File: src/rtl/jk_bank_ctrl.sv
// Command sequencer for an external bank of JK flip-flops: set/clear/toggle/load
// in one drive cycle, or synchronous up/down counting for cmd_len cycles.
module jk_bank_ctrl #(
   parameter int WIDTH = 4,
   parameter int CNT_W = 8
) (
   input  logic             clk,
   input  logic             rst,
   input  logic             cmd_valid,
   output logic             cmd_ready,
   input  logic [2:0]       cmd_op,
   input  logic [WIDTH-1:0] cmd_arg,
   input  logic [CNT_W-1:0] cmd_len,
   input  logic [WIDTH-1:0] q_in,
   output logic [WIDTH-1:0] j_out,
   output logic [WIDTH-1:0] k_out,
   output logic             busy,
   output logic             done,
   output logic [1:0]       state_dbg
);

   // Handshake: a command transfers on a rising edge with cmd_valid && cmd_ready;
   // cmd_ready is high only in IDLE, and a requester holds cmd_* until then.
   typedef enum logic [1:0] {S_IDLE, S_DRIVE, S_COUNT, S_DONE} state_t;

   localparam logic [2:0] OP_SET = 3'd1;
   localparam logic [2:0] OP_CLR = 3'd2;
   localparam logic [2:0] OP_TGL = 3'd3;
   localparam logic [2:0] OP_LD  = 3'd4;
   localparam logic [2:0] OP_UP  = 3'd5;
   localparam logic [2:0] OP_DN  = 3'd6;

   state_t           state;
   logic [2:0]       op;
   logic [WIDTH-1:0] arg;
   logic [CNT_W-1:0] rem;
   logic [WIDTH-1:0] t_up, t_dn;

   assign state_dbg = state;

   always_ff @(posedge clk or negedge rst) begin
      if (!rst) begin
         state     <= S_IDLE;
         op        <= '0;
         arg       <= '0;
         rem       <= '0;
         busy      <= 1'b0;
         done      <= 1'b0;
         cmd_ready <= 1'b1;
      end else begin
         case (state)
            S_IDLE: begin
               if (cmd_valid) begin
                  op        <= cmd_op;
                  arg       <= cmd_arg;
                  busy      <= 1'b1;
                  cmd_ready <= 1'b0;
                  case (cmd_op)
                     OP_SET, OP_CLR, OP_TGL, OP_LD: state <= S_DRIVE;
                     OP_UP, OP_DN: begin
                        if (cmd_len != '0) begin
                           state <= S_COUNT;
                           rem   <= cmd_len;
                        end else begin
                           state <= S_DONE;
                           done  <= 1'b1;
                        end
                     end
                     default: begin
                        state <= S_DONE;
                        done  <= 1'b1;
                     end
                  endcase
               end
            end
            S_DRIVE: begin
               state <= S_DONE;
               done  <= 1'b1;
            end
            S_COUNT: begin
               rem <= rem - CNT_W'(1);
               if (rem == CNT_W'(1)) begin
                  state <= S_DONE;
                  done  <= 1'b1;
               end
            end
            default: begin
               state     <= S_IDLE;
               done      <= 1'b0;
               busy      <= 1'b0;
               cmd_ready <= 1'b1;
            end
         endcase
      end
   end

   // Ripple AND chains: bit i toggles when all lower bits are 1 (up) or 0 (down).
   always_comb begin
      t_up    = '0;
      t_dn    = '0;
      t_up[0] = 1'b1;
      t_dn[0] = 1'b1;
      for (int i = 1; i < WIDTH; i++) begin
         t_up[i] = t_up[i-1] & q_in[i-1];
         t_dn[i] = t_dn[i-1] & ~q_in[i-1];
      end
   end

   // J/K decode straight from the state register so reset drops them at once.
   always_comb begin
      j_out = '0;
      k_out = '0;
      case (state)
         S_DRIVE: begin
            case (op)
               OP_SET: j_out = arg;
               OP_CLR: k_out = arg;
               OP_TGL: begin
                  j_out = arg;
                  k_out = arg;
               end
               OP_LD: begin
                  j_out = arg;
                  k_out = ~arg;
               end
               default: begin
                  j_out = '0;
                  k_out = '0;
               end
            endcase
         end
         S_COUNT: begin
            j_out = (op == OP_DN) ? t_dn : t_up;
            k_out = (op == OP_DN) ? t_dn : t_up;
         end
         default: begin
            j_out = '0;
            k_out = '0;
         end
      endcase
   end

endmodule
File: config.mk
export PLATFORM = sky130hd
export DESIGN_NAME = jk_bank_ctrl
export DESIGN_NICKNAME = d
export VERILOG_FILES = /design/src/rtl/jk_bank_ctrl.sv
export SDC_FILE = /design/constraint.sdc
export NUM_CORES = 1
export LEC_CHECK = 0
export CORE_MARGIN = 2
export CORE_UTILIZATION = 45
export DETAILED_ROUTE_END_ITERATION = 10
export PLACE_DENSITY_LB_ADDON = 0.25
export SLEW_MARGIN = 5
export SYNTH_ARGS = -nofsm -noshare
export SYNTH_HDL_FRONTEND = slang
export SYNTH_SLANG_ARGS = --single-unit
File: constraint.sdc
create_clock -name clk -period 1.8 [get_ports clk]
set_input_delay 0.27 -clock clk [delete_from_list [all_inputs] [get_ports clk]]
set_output_delay 0.27 -clock clk [all_outputs]
set_load 0.005 [all_outputs]
==> results by group, run 1 <==
Timing
  • Worst slew pin tran: around 0.4 ns
  • Post-route clock period utilization: 114%
  • Endpoints failing hold: 0
  • PnR worst setup slack: -0.249 ns
  • Final slew viol count: 0
  • Final Skew: between 0.005 and 0.006 ns
  • RSZ-0062 raised after global routing: yes
  • Slew margin rel.: between 70 and 80%
  • Fmax: ~0.49 GHz
  • Setup-failing EPs final: 8
  • Tmin final: ~2.0 ns

Synthesis
  • Main synth FF type: dfrtp_1
  • Syn_area_per_cell: 9.44 um^2
  • FF+latch count, synth: 20
  • Post-synthesis sequential area ratio: approximately a third
  • Synth Warn #: 0
  • Syn Inst Count: 155
  • EDFF count, synth: 0
  • Netlist cell types: 53
  • Async S/R FF share, synth: 100%
  • Syn_nets: 184
  • Mapped Area: 0.00146 mm^2

Status
  • Failing checks: negative setup slack
  • Outcome: complete, but fails checks

Floorplan
  • # IOs: 35
  • Starting Density: between 40% and 50%
  • Die area: 0.00373 mm^2
  • Core box area: ~0.003 mm^2
  • Die height: 61.0 um
  • Row cnt: 20
  • Die W: 61.0 um

Worst setup path
  • Crit-path max FO: 4
  • Worst Path Arrival: roughly 1.8 ns
  • Flop-to-flop setup slack: 0.07 ns
  • Worst setup path startpoint: op[0]
  • R2r worst-path depth: 7
  • Req. time, crit path: 1.53 ns
  • R2R Path Start: state_dbg[0]
  • Crit path kind: flip-flop to output pin
  • R2R Path End: rem[5]
  • Kind of start point of the critical path: flip-flop
  • Worst Setup End Kind: output pin

Clock network
  • CTS buffer count: 3
  • Reg clk slew, reported paths: 0.12 ns
  • CTS H-tree depth: 1
  • Worst skew pair latency: around 0.31 ns
  • CTS tree: yes
  • Hold-fix buffer count after cts: 0
  • Clk sink count: 20
  • Clock Root Buffer: clkbuf_4
  • Max Root-Sink Buffers: 2

Cells and area
  • NumNets Final: 252
  • Most frequent cells in the layout: buf_4 (31), dfrtp_1 (19), clkdlybuf4s50_1 (17)
  • Layout cells sized above 1: 36.0%
  • Finished Layout Cells: 266
  • Area Growth Syn to Fin: 52.4%
  • Antenna cells: 0
  • Number of fill cells: 230
  • Commonest non-fill, non-tap cell in the layout: buf_4

Drt
  • Routed Antenna Nets: 0
  • WL per Instance: 15.4 um
  • Starting DRT DRC Count: 52
  • Vias/cell: 5.48
  • First-pass iteration count of the detailed router: 4
  • DR DRC count: 0
  • Final WL: 4110 um
  • Vias: 1458

GRT
  • Vias in the first global route: 1436
  • Initial antenna violation count: 0
  • Tot GR Track Use: between 20% and 30%
  • Total congestion overflow: 0
  • Largest net degree at the start of global routing: 15
  • First-pass GRT wire length: 6430 um

Power and ir drop
  • Peak supply drop: about 1200 uV
  • Leakage power: 1.04 nW
  • Pwr Density: 1610 mW/mm^2

Placement
  • Placer Congestion: 0.839
  • Placed insts: 254
  • Place WS: -0.455 ns
  • Port buffer count: 33
  • Detailed-placement wirelength estimate: 2980 um

Worst hold path
  • Hold crit path type: primary input to async pin

Flow run
  • Maxcap violations: 0
per-stage QoR:
step	power, mW	util [%]	instance area [um^2]	hold WS (ns)	TNS [ns]
floorplan	2.04	-	1460	-0.0256	0
global placement	2.78	66.0	2030	0.469	-5.72
detailed placement	2.87	66.0	2030	0.479	-6.29
CTS	3.36	69.2	2130	0.239	-1.46
global route	3.87	72.5	2230	0.248	-2.24
finish	3.60	72.5	2230	0.231	-1.58
logic make-up after synthesis:
| family | Yosys count | share of synthesized area, % |
|---|---|---|
| and+or+nand+nor | 51 | 18.7 |
| xor gates and xnor gates | 3 | 1.80 |
| adders and majority gates | 7 | 5.98 |
| muxes | 16 | 11.5 |
| DFF | 20 | 34.3 |
| buffers and inverters | 15 | 4.44 |
| AOI/OAI and AO/OA | 43 | 23.2 |
where the power goes:
part / switching [mW] / internal, mW
clock network: 0.152 / 0.225
logic: 1.03 / 1.28
registers: 0.226 / 0.683
total: 1.41 / 2.19
worst max path at each step:
stage                to  depth (start not counted)
2_1_floorplan    rem[3]                          4
3_3_place_gp     rem[3]                          5
3_5_place_dp   j_out[1]                          5
4_1_cts        j_out[1]                          6
5_1_grt        k_out[3]                          7
6_report       k_out[3]                          7
critical path: stages, from the launching register on:
cell and delay (ns):
dfrtp_1 0.41, buf_6 0.12, nand3b_1 0.24, buf_6 0.18, and4_1 0.15, o21ai_2 0.17
a21boi_1 0.08, buf_2 0.13
cell usage after synthesis (2+ instances only):
| cell | instances | share of area, % |
|---|---|---|
| dfrtp_1 | 19 | 32 |
| nand2_1 | 18 | 4.6 |
| mux2i_1 | 9 | 6.2 |
| inv_1 | 8 | 2.1 |
| nor2_1 | 8 | 2.1 |
| ha_1 | 7 | 6.0 |
| a21boi_0 | 6 | 3.1 |
| a21oi_1 | 6 | 2.1 |
| mux2_2 | 6 | 4.6 |
| a211o_1 | 4 | 2.4 |
| clkbuf_1 | 4 | 1.0 |
| a22oi_1 | 3 | 1.5 |
| and3_1 | 3 | 1.3 |
| nand3b_1 | 3 | 1.5 |
| nor2b_1 | 3 | 1.3 |
| o211ai_1 | 3 | 1.5 |
| a2111o_1 | 2 | 1.5 |
| and2_1 | 2 | 0.85 |
| nand2b_1 | 2 | 0.85 |
| nor3_1 | 2 | 0.68 |
| nor3b_1 | 2 | 1.0 |
| o21ai_0 | 2 | 0.68 |
| or4_4 | 2 | 1.5 |
| xnor2_1 | 2 | 1.2 |
state kept, by name, indices dropped and copies added, names as in the netlist:
name,flops
state_dbg,2
busy,1
op,3
arg,4
rem,8
cmd_ready,1
done,1
timing repair:
item	in CTS	in global routing
setup endpoints to repair	14	18
setup buffers	2	6
gates resized for setup	64	14
pin swaps	18	11
final cells by class:
cell class	count	area (um^2)	share of cell area, %
multi-input combinational	120	1000	44.8
clock inverter	1	30.0	1.35
inverter	8	30.0	1.35
tap	44	55.1	2.47
sequential	20	502	22.5
timing repair buffer	70	592	26.5
clock buffer	3	22.5	1.01
layer usage:
layer  up-vias  global-route usage [%]  wire length [um]
li1        709                       -                 -
met1       708                    29.7              1840
met2        37                    39.7              2080
met3         4                    4.62               157
met4         0                    7.76                31
met5         -                       0                 0
Power figures use the tool's default switching activity.
==> inputs of run 2 (changes only) <==
--- a/config.mk
+++ b/config.mk
@@ -7,6 +7,7 @@
 export LEC_CHECK = 0
 export CORE_MARGIN = 2
 export CORE_UTILIZATION = 45
+export CTS_CLUSTER_DIAMETER = 120
 export DETAILED_ROUTE_END_ITERATION = 10
 export PLACE_DENSITY_LB_ADDON = 0.25
 export SLEW_MARGIN = 5
==> results of run 2 <==
The final DEF is identical to that of run 1; final timing and power are the same.
==> inputs of run 3 (changes only) <==
--- a/config.mk
+++ b/config.mk
@@ -9,7 +9,7 @@
 export CORE_UTILIZATION = 45
 export CTS_CLUSTER_DIAMETER = 120
 export DETAILED_ROUTE_END_ITERATION = 10
-export PLACE_DENSITY_LB_ADDON = 0.25
+export PLACE_DENSITY = 0.77
 export SLEW_MARGIN = 5
 export SYNTH_ARGS = -nofsm -noshare
 export SYNTH_HDL_FRONTEND = slang
==> results by group, run 3 (same netlist as run 1, synthesis figures left out) <==
Status
  • Outcome: complete, but fails checks (unchanged)
  • Failing checks: negative setup slack (unchanged)

Power and ir drop
  • Leakage power: 1.03 nW (was 1.04 nW)
  • Comb pwr share: 64.3% (was 64.2%)
  • Pwr Density: 1630 mW/mm^2 (was 1610 mW/mm^2)
  • P_sw: 1.46 mW (was 1.41 mW)
  • Switching share of total power: 39.9% (was 39.2%)
  • Peak supply drop: 742 uV (was 1180 uV)
  • Clock power share: 10.2% (was 10.5%)
  • Internal power: 2.20 mW (was 2.19 mW)
  • Sequential power share: 25.5% (was 25.3%)

Cells and area
  • Top reg by flops: rem (unchanged)
  • Finished layout cell area: 0.00225 mm^2 (was 0.00223 mm^2)
  • Largest registers: rem x8, arg x4, op x3 (unchanged)
  • Commonest non-fill, non-tap cell in the layout: buf_4 (unchanged)
  • NumNets Final: 253 (was 252)
  • Most frequent cells in the layout: buf_4 (30), dfrtp_1 (19), clkdlybuf4s50_1 (17) (was buf_4 (31), dfrtp_1 (19), clkdlybuf4s50_1 (17))
  • Number of flip-flops in the largest register: 8 (unchanged)
  • Number of fill cells: 227 (was 230)
  • Layout cells sized above 1: 36.8% (was 36.0%)
  • Antenna cells: 0 (unchanged)
  • Register Area: 502 um^2 (unchanged)
  • Util after Layout: 73.2% (was 72.5%)
  • Area Growth Syn to Fin: 53.8% (was 52.4%)
  • Multi-input gate area: 0.00101 mm^2 (was 1000 um^2)

GRT
  • Vias in the first global route: 1499 (was 1436)
  • Tot GR Track Use: 24.0% (was 23.3%)
  • First-pass GRT wire length: 6580 um (was 6430 um)
  • Largest net degree at the start of global routing: 21 (was 15)
  • Initial antenna violation count: 0 (unchanged)
  • Total congestion overflow: 0 (unchanged)

Worst setup path
  • Kind of start point of the critical path: flip-flop (unchanged)
  • Worst Path Arrival: 1.82 ns (was 1.78 ns)
  • Flop-to-flop setup slack: 0.01 ns (was 0.07 ns)
  • Crit-path max FO: 2 (was 4)
  • Req. time, crit path: 1.53 ns (about the same)
  • Crit path kind: flip-flop to output pin (unchanged)
  • Worst Setup End Kind: output pin (unchanged)

Clock network
  • CTS H-tree depth: 1 (unchanged)
  • Worst skew pair latency: 0.31 ns (about the same)
  • Max Root-Sink Buffers: 2 (unchanged)
  • Hold-fix buffer count after cts: 0 (unchanged)
  • Reg clk slew, reported paths: 0.12 ns (about the same)
  • Clk sink count: 20 (unchanged)
  • CTS buffer count: 3 (unchanged)
  • Clock Root Buffer: clkbuf_4 (unchanged)
  • CTS tree: yes (unchanged)

Floorplan
  • Die height: 61.0 um (unchanged)
  • Starting Density: 47.6% (unchanged)
  • Core box area: 0.00308 mm^2 (unchanged)
  • Row cnt: 20 (unchanged)
  • Die area: 0.00373 mm^2 (unchanged)
  • Die W: 61.0 um (unchanged)
  • # IOs: 35 (unchanged)

Drt
  • Vias: 1525 (was 1458)
  • WL per Instance: 16.2 um (was 15.4 um)
  • Final WL: 4330 um (was 4110 um)
  • Routed Antenna Nets: 0 (unchanged)
  • Vias/cell: 5.71 (was 5.48)
  • First-pass iteration count of the detailed router: 4 (unchanged)
  • Starting DRT DRC Count: 106 (was 52)
  • DR DRC count: 0 (unchanged)

Timing
  • Post-route clock period utilization: 116% (was 114%)
  • PnR worst setup slack: -0.287 ns (was -0.249 ns)
  • Final slew viol count: 0 (unchanged)
  • Tmin final: 2.09 ns (was 2.05 ns)
  • Endpoints failing hold: 0 (unchanged)
  • Setup-failing EPs final: 8 (unchanged)
  • Slew margin rel.: 68.9% (was 73.4%)
  • RSZ-0062 raised after global routing: yes (unchanged)
  • Fmax: 0.479 GHz (was 0.488 GHz)
  • Worst slew pin tran: 0.463 ns (was 0.398 ns)
  • Final Skew: 0.00916 ns (was 0.00532 ns)

Placement
  • Placed Area: 0.00203 mm^2 (unchanged)
  • Port buffer count: 33 (unchanged)
  • Placer Congestion: 0.858 (was 0.839)
  • Detailed-placement wirelength estimate: 2960 um (was 2980 um)
  • Place WS: -0.453 ns (was -0.455 ns)

Flow run
  • Maxcap violations: 0 (unchanged)

Worst hold path
  • Hold crit path type: primary input to async pin (unchanged)
[run 3: power by group through the flow]
stage               clock [mW]  sequential, mW  combinational [mW]
finish                   0.375           0.932                2.36
detailed placement           0           0.906                1.99
floorplan                    0           0.881                1.16
global placement             0           0.886                1.90
global route             0.409           0.956                2.56
CTS                      0.384           0.908                2.16
[run 3: path summary, 6_finish.rpt]
path,from,to,depth (start not counted)
worst min register to register,cmd_ready,cmd_ready,2
worst max register to register,state_dbg[0],rem[3],8
worst max-delay path,op[1],j_out[3],7
worst min-delay path,rst,arg[2],2
min in group clk,cmd_len[0],rem[0],3
max in group asynchronous,rst,cmd_ready,2
[run 3: area by class of cell]
class | instances | share of cell area [%]
multi-input cells | 120 | 44.8
repair buffers | 71 | 26.8
flip-flops and latches | 20 | 22.3
well taps | 44 | 2.44
clock inverters | 1 | 1.33
inverters | 8 | 1.33
clock buffers | 3 | 1.00
[run 3: repair_timing]
action	CTS	global route
setup buffers	6	3
endpoints found under the hold margin	0	0
resized for setup	65	18
cloned	1	0
pin swaps	17	9
setup endpoints to repair	19	16
[run 3: routing by layer]
layer / up-vias / track usage (%) / part of all wire, %
li1: 711 / - / -
met1: 746 / 29.3 / 42
met2: 55 / 42.2 / 50
met3: 13 / 2.73 / 4.8
met4: 0 / 11.2 / 2.8
met5: - / 0 / 0
[run 3: stage by stage]
step           hold slack, ns  setup TNS [ns]  instances  power (mW)
5_1_grt                 0.295           -2.72        267        3.93
3_3_place_gp            0.473           -5.76        254        2.79
4_1_cts                 0.291           -1.86        265        3.45
2_1_floorplan         -0.0256               0        155        2.04
3_5_place_dp            0.487           -6.52        254        2.89
6_report                0.285           -1.94        267        3.66
[run 3: critical path, cell delays in order, from the launching register on]
cell	delay, ns
dfrtp_1	0.40
or3b_4	0.41
a21boi_2	0.18
buf_4	0.14
buf_6	0.08
nand2_2	0.04
a21boi_2	0.12
buf_2	0.13
